## config.mk

```make
export PLATFORM = sky130hd
export DESIGN_NAME = ram_sp_param_flat
export DESIGN_NICKNAME = d
export VERILOG_FILES = /design/src/rtl/ram_sp_if.sv /design/src/rtl/ram_sp_param.sv /design/src/flat_wrapper.sv
export SDC_FILE = /design/constraint.sdc
export NUM_CORES = 1
export LEC_CHECK = 0
export CAP_MARGIN = 10
export CORE_MARGIN = 1.5
export CORE_UTILIZATION = 30
export CTS_CLUSTER_DIAMETER = 150
export DETAILED_ROUTE_END_ITERATION = 10
export SKIP_LAST_GASP = 1
export SLEW_MARGIN = 10
export SYNTH_ARGS = -nofsm -noshare
export SYNTH_HDL_FRONTEND = slang
export SYNTH_SLANG_ARGS = --single-unit
```

## constraint.sdc

```tcl
create_clock -name clk -period 2.2 [get_ports clk]
set_input_delay 0.44 -clock clk [delete_from_list [all_inputs] [get_ports clk]]
set_output_delay 0.44 -clock clk [all_outputs]
set_load 0.02 [all_outputs]
```

## src/rtl/ram_sp_if.sv

```systemverilog
// Request/response bundle for the parametrised single-port RAM.
// The master drives requests and the slave returns read data and status.
interface ram_sp_if #(
  parameter int DATA_W = 8,
  parameter int ADDR_W = 4
);
  logic              wr;
  logic              rd;
  logic [ADDR_W-1:0] add;
  logic [DATA_W-1:0] din;
  logic [DATA_W-1:0] dout;
  logic              dout_valid;
  logic              busy;
  logic              err;

  modport master (
    output wr, rd, add, din,
    input  dout, dout_valid, busy, err
  );

  modport slave (
    input  wr, rd, add, din,
    output dout, dout_valid, busy, err
  );
endinterface

```

## src/rtl/ram_sp_param.sv

```systemverilog
// Parametrised single-port RAM with a registered read, a valid strobe,
// a range check and a post-reset clear sequencer.
module ram_sp_param #(
  parameter int DATA_W       = 8,
  parameter int ADDR_W       = 4,
  parameter int DEPTH        = 16,
  parameter int RD_MODE      = 0,
  parameter int CLEAR_ON_RST = 1
) (
  input  logic   clk,
  input  logic   rst,
  ram_sp_if.slave bus
);

  localparam logic [0:0] ST_CLEAR = 1'b0;
  localparam logic [0:0] ST_IDLE  = 1'b1;
  localparam logic [0:0] ST_RST   =
    (CLEAR_ON_RST != 0) ? ST_CLEAR : ST_IDLE;

  localparam logic [ADDR_W:0]   DEPTH_L = (ADDR_W+1)'(DEPTH);
  localparam logic [ADDR_W-1:0] LAST    = ADDR_W'(DEPTH - 1);

  logic [DATA_W-1:0] mem [DEPTH];

  logic [0:0]        state_q, state_d;
  logic [ADDR_W-1:0] clr_cnt_q, clr_cnt_d;
  logic [DATA_W-1:0] dout_q, dout_d;
  logic              dout_valid_q, dout_valid_d;
  logic              err_q, err_d;

  logic              in_range;
  logic              mem_we;
  logic [ADDR_W-1:0] mem_wa;
  logic [DATA_W-1:0] mem_wd;

  assign in_range = {1'b0, bus.add} < DEPTH_L;

  always_comb begin
    state_d      = state_q;
    clr_cnt_d    = clr_cnt_q;
    dout_d       = dout_q;
    dout_valid_d = 1'b0;
    err_d        = 1'b0;
    mem_we       = 1'b0;
    mem_wa       = bus.add;
    mem_wd       = bus.din;
    unique case (1'b1)
      (state_q == ST_CLEAR): begin
        mem_we    = 1'b1;
        mem_wa    = clr_cnt_q;
        mem_wd    = '0;
        clr_cnt_d = clr_cnt_q + 1'b1;
        err_d     = bus.wr | bus.rd;
        if (clr_cnt_q == LAST) begin
          state_d = ST_IDLE;
        end
      end
      (state_q == ST_IDLE): begin
        err_d  = (bus.wr | bus.rd) & ~in_range;
        mem_we = bus.wr & in_range;
        if (bus.rd) begin
          dout_valid_d = 1'b1;
          if (!in_range) begin
            dout_d = '0;
          end else if (RD_MODE != 0 && bus.wr) begin
            dout_d = bus.din;
          end else begin
            dout_d = mem[bus.add];
          end
        end
      end
      default: ;
    endcase
  end

  always_ff @(posedge clk or posedge rst) begin
    if (rst) begin
      state_q      <= ST_RST;
      clr_cnt_q    <= '0;
      dout_q       <= '0;
      dout_valid_q <= 1'b0;
      err_q        <= 1'b0;
    end else begin
      state_q      <= state_d;
      clr_cnt_q    <= clr_cnt_d;
      dout_q       <= dout_d;
      dout_valid_q <= dout_valid_d;
      err_q        <= err_d;
    end
  end

  // Array has no reset; rst only blocks writes so reset dominates.
  always_ff @(posedge clk) begin
    if (mem_we && !rst) begin
      mem[mem_wa] <= mem_wd;
    end
  end

  assign bus.dout       = dout_q;
  assign bus.dout_valid = dout_valid_q;
  assign bus.err        = err_q;
  assign bus.busy       = (state_q == ST_CLEAR);

endmodule

```

## src/flat_wrapper.sv

```systemverilog
// flat-port wrapper written by rule: the top's interface ports become plain ports
module ram_sp_param_flat 
#(
  parameter int DATA_W       = 8,
  parameter int ADDR_W       = 4,
  parameter int DEPTH        = 16,
  parameter int RD_MODE      = 0,
  parameter int CLEAR_ON_RST = 1
)
  (clk, rst, bus_wr, bus_rd, bus_add, bus_din, bus_dout, bus_dout_valid, bus_busy, bus_err);
  ram_sp_if #(.DATA_W(DATA_W), .ADDR_W(ADDR_W)) bus_i ();
  input  logic clk;
  input  logic rst;
  input wire logic [$bits(bus_i.wr)-1:0] bus_wr;
  input wire logic [$bits(bus_i.rd)-1:0] bus_rd;
  input wire logic [$bits(bus_i.add)-1:0] bus_add;
  input wire logic [$bits(bus_i.din)-1:0] bus_din;
  output wire logic [$bits(bus_i.dout)-1:0] bus_dout;
  output wire logic [$bits(bus_i.dout_valid)-1:0] bus_dout_valid;
  output wire logic [$bits(bus_i.busy)-1:0] bus_busy;
  output wire logic [$bits(bus_i.err)-1:0] bus_err;
  assign bus_i.wr = bus_wr;
  assign bus_i.rd = bus_rd;
  assign bus_i.add = bus_add;
  assign bus_i.din = bus_din;
  assign bus_dout = bus_i.dout;
  assign bus_dout_valid = bus_i.dout_valid;
  assign bus_busy = bus_i.busy;
  assign bus_err = bus_i.err;
  ram_sp_param #(.DATA_W(DATA_W), .ADDR_W(ADDR_W), .DEPTH(DEPTH), .RD_MODE(RD_MODE), .CLEAR_ON_RST(CLEAR_ON_RST)) u_core (.clk(clk), .rst(rst), .bus(bus_i));
endmodule
```

## Word level (Yosys, flattened, before mapping)

Memory sizes are Yosys's and may differ from the RTL's. A register that Yosys moved wholly into a read port is not among the register bits.
Index checks and enable logic that the tools add are counted.

- Register bits: 7
- RAM bits: 128
- Logic and storage cells: 22
- Output and inout port bits: 11
- Memories kept: 1

Memories:

| memory | depth | bits a word | read ports | clocked after memory_dff | wr ports | line | RTL |
|---|---|---|---|---|---|---|---|
| u_core.mem | 16 | 8 | 1 | 1 | 1 | ram_sp_param.sv:23 | `logic [DATA_W-1:0] mem [DEPTH];` |

- Reductions and logical operators: 3
- Equality and inequality tests: 1
- Mux-type cells: 10
- Bitwise gates (word level): 2
- Add/subtract/negate cells: 1

Operator list:

| operator | count |
|---|---|
| $mux 8 | 1 |
| $mux 1 | 7 |
| $add 4x1->4 const B | 1 |
| $eq 4x4->1 const B | 1 |
| $mux 4 | 1 |
| $pmux 1 s2 | 1 |
| $reduce_and 2->1 | 1 |
| $logic_and 1x1->1 | 1 |
| $logic_not 1->1 | 1 |
| $not 1->1 | 1 |
| $or 1x1->1 | 1 |

## Logic depth before layout (Yosys ltp)

- Depth in word-level cells: 5
- Gate-level depth with buffers: 7
- Gate-level depth less buffers: 4

## Worst setup path after synthesis

No wires, ideal clock.

- Kind: input to register
- Start: input port rst
- End: memory u_core.mem[10][0] (enable)
- Cell stages on the path: 4
- Data arrival time: 1.491 ns
- Required time: 1.830 ns
- Setup slack: 0.339 ns
- Path buffers: 0
- Library setup time: 0.370 ns
- Cell sequence: inv_1 -> and2_1 -> nand2_1 -> nor2_1

- Word-level cells in the longest chain between the ends: 4

RTL lines:

| item | line | RTL |
|---|---|---|
| start, declared | flat_wrapper.sv:13 | `input logic rst;` |
| $logic_not 1->1 (no line) | -- |  |
| $logic_and 1x1->1 | ram_sp_param.sv:94 | `if (mem_we && !rst) begin` |
| $mux 1 | ram_sp_param.sv:94 |  |
| $mux 1 (implied by the code) | ram_sp_param.sv:95 | `mem[mem_wa] <= mem_wd;` |
| end, declared | ram_sp_param.sv:23 |  |

Every way passes these cells.

## Final worst setup path

- Start: register u_core.state_q
- End: output port bus_busy

- Word-level cells in the longest chain between the ends: 1

RTL lines:

| item | line | RTL |
|---|---|---|
| start, declared | ram_sp_param.sv:25 | `logic [0:0] state_q, state_d;` |
| start signal, assigned | ram_sp_param.sv:84 | `state_q <= state_d;` |
| $not 1->1 | ram_sp_param.sv:102 | `assign bus.busy = (state_q == ST_CLEAR);` |
| end, declared | flat_wrapper.sv:20 | `output wire logic [$bits(bus_i.busy)-1:0] bus_busy;` |

Every way passes these cells.

==> results.py <==
metrics = {
    "cts": {
        "tritoncts": "done",
        "root_buffer": "clkbuf_16",
        "clock_latency_ns": 0.42,
        "clockBufferDepth": 2,
        "htree_levels": 4,
        "cts_setup_buffers": 0,
        "ctsHoldBuffers": 0,
        "cts_made_buffers": 17,
        "cts.sinks": 143,
        "clk_pin_slew_ns": 0.06,
    },
    "sta": {
        "fin_crit_sh_pct": 96.6,
        "max_freq_ghz": 0.471,
        "finalHoldViolCount": 0,
        "fin_setup_tns_ns": 0,
        "fin_hold_ws_ns": 0.398,
        "slew_violations": 0,
        "rsz0062_at_grt": "false",
        "fin_ws_ns": 0.0755,
        "maxSlewHeadroom_pct": 51.2,
        "skew_ns": 0.00886,
        "setup_violations": 0,
        "layout_min_cycle_time_ns": 2.12,
        "tightest_slew_ns": 0.730,
    },
    "placed_design": {
        "placedInstanceArea_um2": 6560,
        "dp_slack_ns": -0.185,
        "dpl.hpwl_um": 8280,
        "portBuffers": 26,
        "place.gp.congestion": 0.812,
    },
    "layout": {
        "fill_cells": 1743,
        "final_area_um2": 7180,
        "multi_input_area_um2": 1410,
        "insertedDiodeCount": 0,
        "drive_gt1_share_pct": 18.1,
        "synthToLayoutAreaGrowth_pct": 23.6,
        "final_cell_mix": "128 x edfxtp_1, 65 x mux2i_1, 34 x buf_4, 32 x nand2_1, 25 x clkdlybuf4s50_1",
        "register_area_um2": 4220,
        "nNetsFinal": 445,
        "final_common_cell": "edfxtp_1",
    },
    "routing": {
        "vias_per_cell": 4.66,
        "drt_iter0_markers": 173,
        "wl_um": 12700,
        "drtPass1Iterations": 5,
        "wire_per_inst_um": 18.1,
        "drc": 0,
        "detail-route-antenna-nets": 0,
        "vias": 3267,
    },
    "critical_path": {
        "cp_max_fo": 10,
        "r2r_cells": 4,
        "endpoint_kind": "output port",
        "critPathRequiredTime_ns": 1.76,
        "startpoint": "u_core.state_q",
        "rr_startpoint": "u_core.state_q",
        "critPathLaunchType": "flip-flop",
        "r2r_slack_ns": 0.28,
        "timing.rr.end": "u_core.mem[14][4]",
        "worstSetupPathType": "reg -> out",
        "crit_arrival_ns": 1.68,
    },
    "die": {
        "core_area_um2": 18800,
        "io_pins": 27,
        "fp.dieArea_um2": 20200,
        "die_x_um": 142,
        "die_y_um": 142,
        "rows": 50,
        "initial_core_util_pct": 30.9,
    },
    "synthesis": {
        "syn_nets": 382,
        "ys_types": 30,
        "ys_ff_latch": 143,
        "synth_area_um2": 5810,
        "yosysSeqAreaShare_pct": 72.6,
        "syn_inst": 365,
        "synth_area_per_cell_um2": 15.9,
        "yosysWarningCount": 0,
    },
    "run_status": {
        "outcome": "finished clean",
    },
    "global_route": {
        "grt_use_total_pct": 13.6,
        "grt_pass1_vias": 3492,
        "overflow": 0,
        "antenna_found_initial": 0,
        "grt_pass1_wl_um": 19700,
        "grt_max_degree": 65,
    },
    "power": {
        "pwr_density_cell_nw_per_um2": 891,
        "p_leak_nw": 2.60,
        "ir_worst_vdd_v": 0.000834,
    },
    "flow_run": {
        "maxCapViolCount": 0,
    },
    "worst_hold_path": {
        "hold_path_class": "in -> async",
    },
}
==> report_power, final <==
part	internal, mW	switching, mW	total, mW
sequential	2.99	0.0219	3.01
combinational	0.168	0.229	0.396
clock	1.90	1.09	2.99
total	5.06	1.34	6.40
==> per-layer routing <==
metal / up-vias / GRT usage, % / wire length, um
met5: - / 0 / 0
met4: 0 / 5.70 / 199
met3: 17 / 2.86 / 536
met2: 65 / 23.0 / 6360
met1: 1661 / 16.9 / 5620
li1: 1524 / - / -
==> area by class of cell <==
| class | instances | area share, % |
|---|---|---|
| clock buffers | 19 | 6.03 |
| multi-input cells | 198 | 19.6 |
| clock inverters | 13 | 2.65 |
| well taps | 260 | 4.53 |
| inverters | 5 | 0.261 |
| flip-flops and latches | 143 | 58.8 |
| repair buffers | 63 | 8.15 |
==> through the flow <==
stage          utilization [%]  total power, mW  instances
2_1_floorplan                -             3.28        365
3_3_place_gp              34.8             3.46        669
3_5_place_dp              34.8             3.47        669
4_1_cts                   38.1             6.44        701
5_1_grt                   38.1             6.58        701
6_report                  38.1             6.40        701
==> worst max-delay path by stage <==
stage                   endpoint  slack, ns  cells past startpoint
6_report                bus_busy       0.08                      2
5_1_grt                 bus_busy       0.04                      2
4_1_cts                 bus_busy       0.01                      2
3_5_place_dp   u_core.mem[14][2]      -0.19                      5
3_3_place_gp    u_core.mem[7][4]      -0.14                      6
2_1_floorplan  u_core.mem[10][0]       0.34                      4
==> state kept, by name (all words and copies together), names as in the netlist <==
name                   count
u_core.bus.dout            8
u_core.bus.dout_valid      1
u_core.bus.err             1
u_core.clr_cnt_q           4
u_core.mem               128
u_core.state_q             1
==> Yosys cell counts <==
library cell,instances,share of area [%]
nor2_2,6,0.65
buf_4,4,0.52
a32oi_1,1,0.15
buf_12,2,0.69
nand3_1,18,1.6
edfxtp_1,128,66
nor2_1,17,1.1
buf_6,5,0.97
a22oi_1,24,3.1
inv_2,1,0.065
nand3b_1,1,0.13
a21oi_2,1,0.15
nand4_1,8,0.86
o21ai_1,2,0.17
dfrtp_1,15,6.5
mux2i_1,65,11
inv_1,4,0.26
and4_1,1,0.15
buf_2,6,0.52
clkbuf_1,2,0.13
mux2_2,1,0.19
xnor2_1,3,0.45
and2_1,10,1.1
and3_1,2,0.22
ha_1,1,0.22
a31oi_1,1,0.11
nor3_1,1,0.086
nand2_1,32,2.1
o32a_4,1,0.39
nor2b_1,2,0.22
==> worst max-delay path: stages (launching register included) <==
cell and delay [ns]:
dfrtp_2 0.49, inv_2 0.15, clkdlybuf4s50_1 0.63
==> logic make-up after synthesis <==
kind of cell,share of synthesized area (%)
flip-flops,72.6
AO/OA/AOI/OAI,4.07
XOR/XNOR,0.452
adder cells (fa/ha/maj),0.215
buffers and inverters,3.14
AND/OR/NAND/NOR,8.10
multiplexers,11.4
==> timing repair <==
item / 4_1_cts / 5_1_grt
setup endpoints to repair: 0 / 9
endpoints found under the hold margin: 0 / 0
gates resized for setup: 0 / 2
Power figures use the tool's default switching activity.
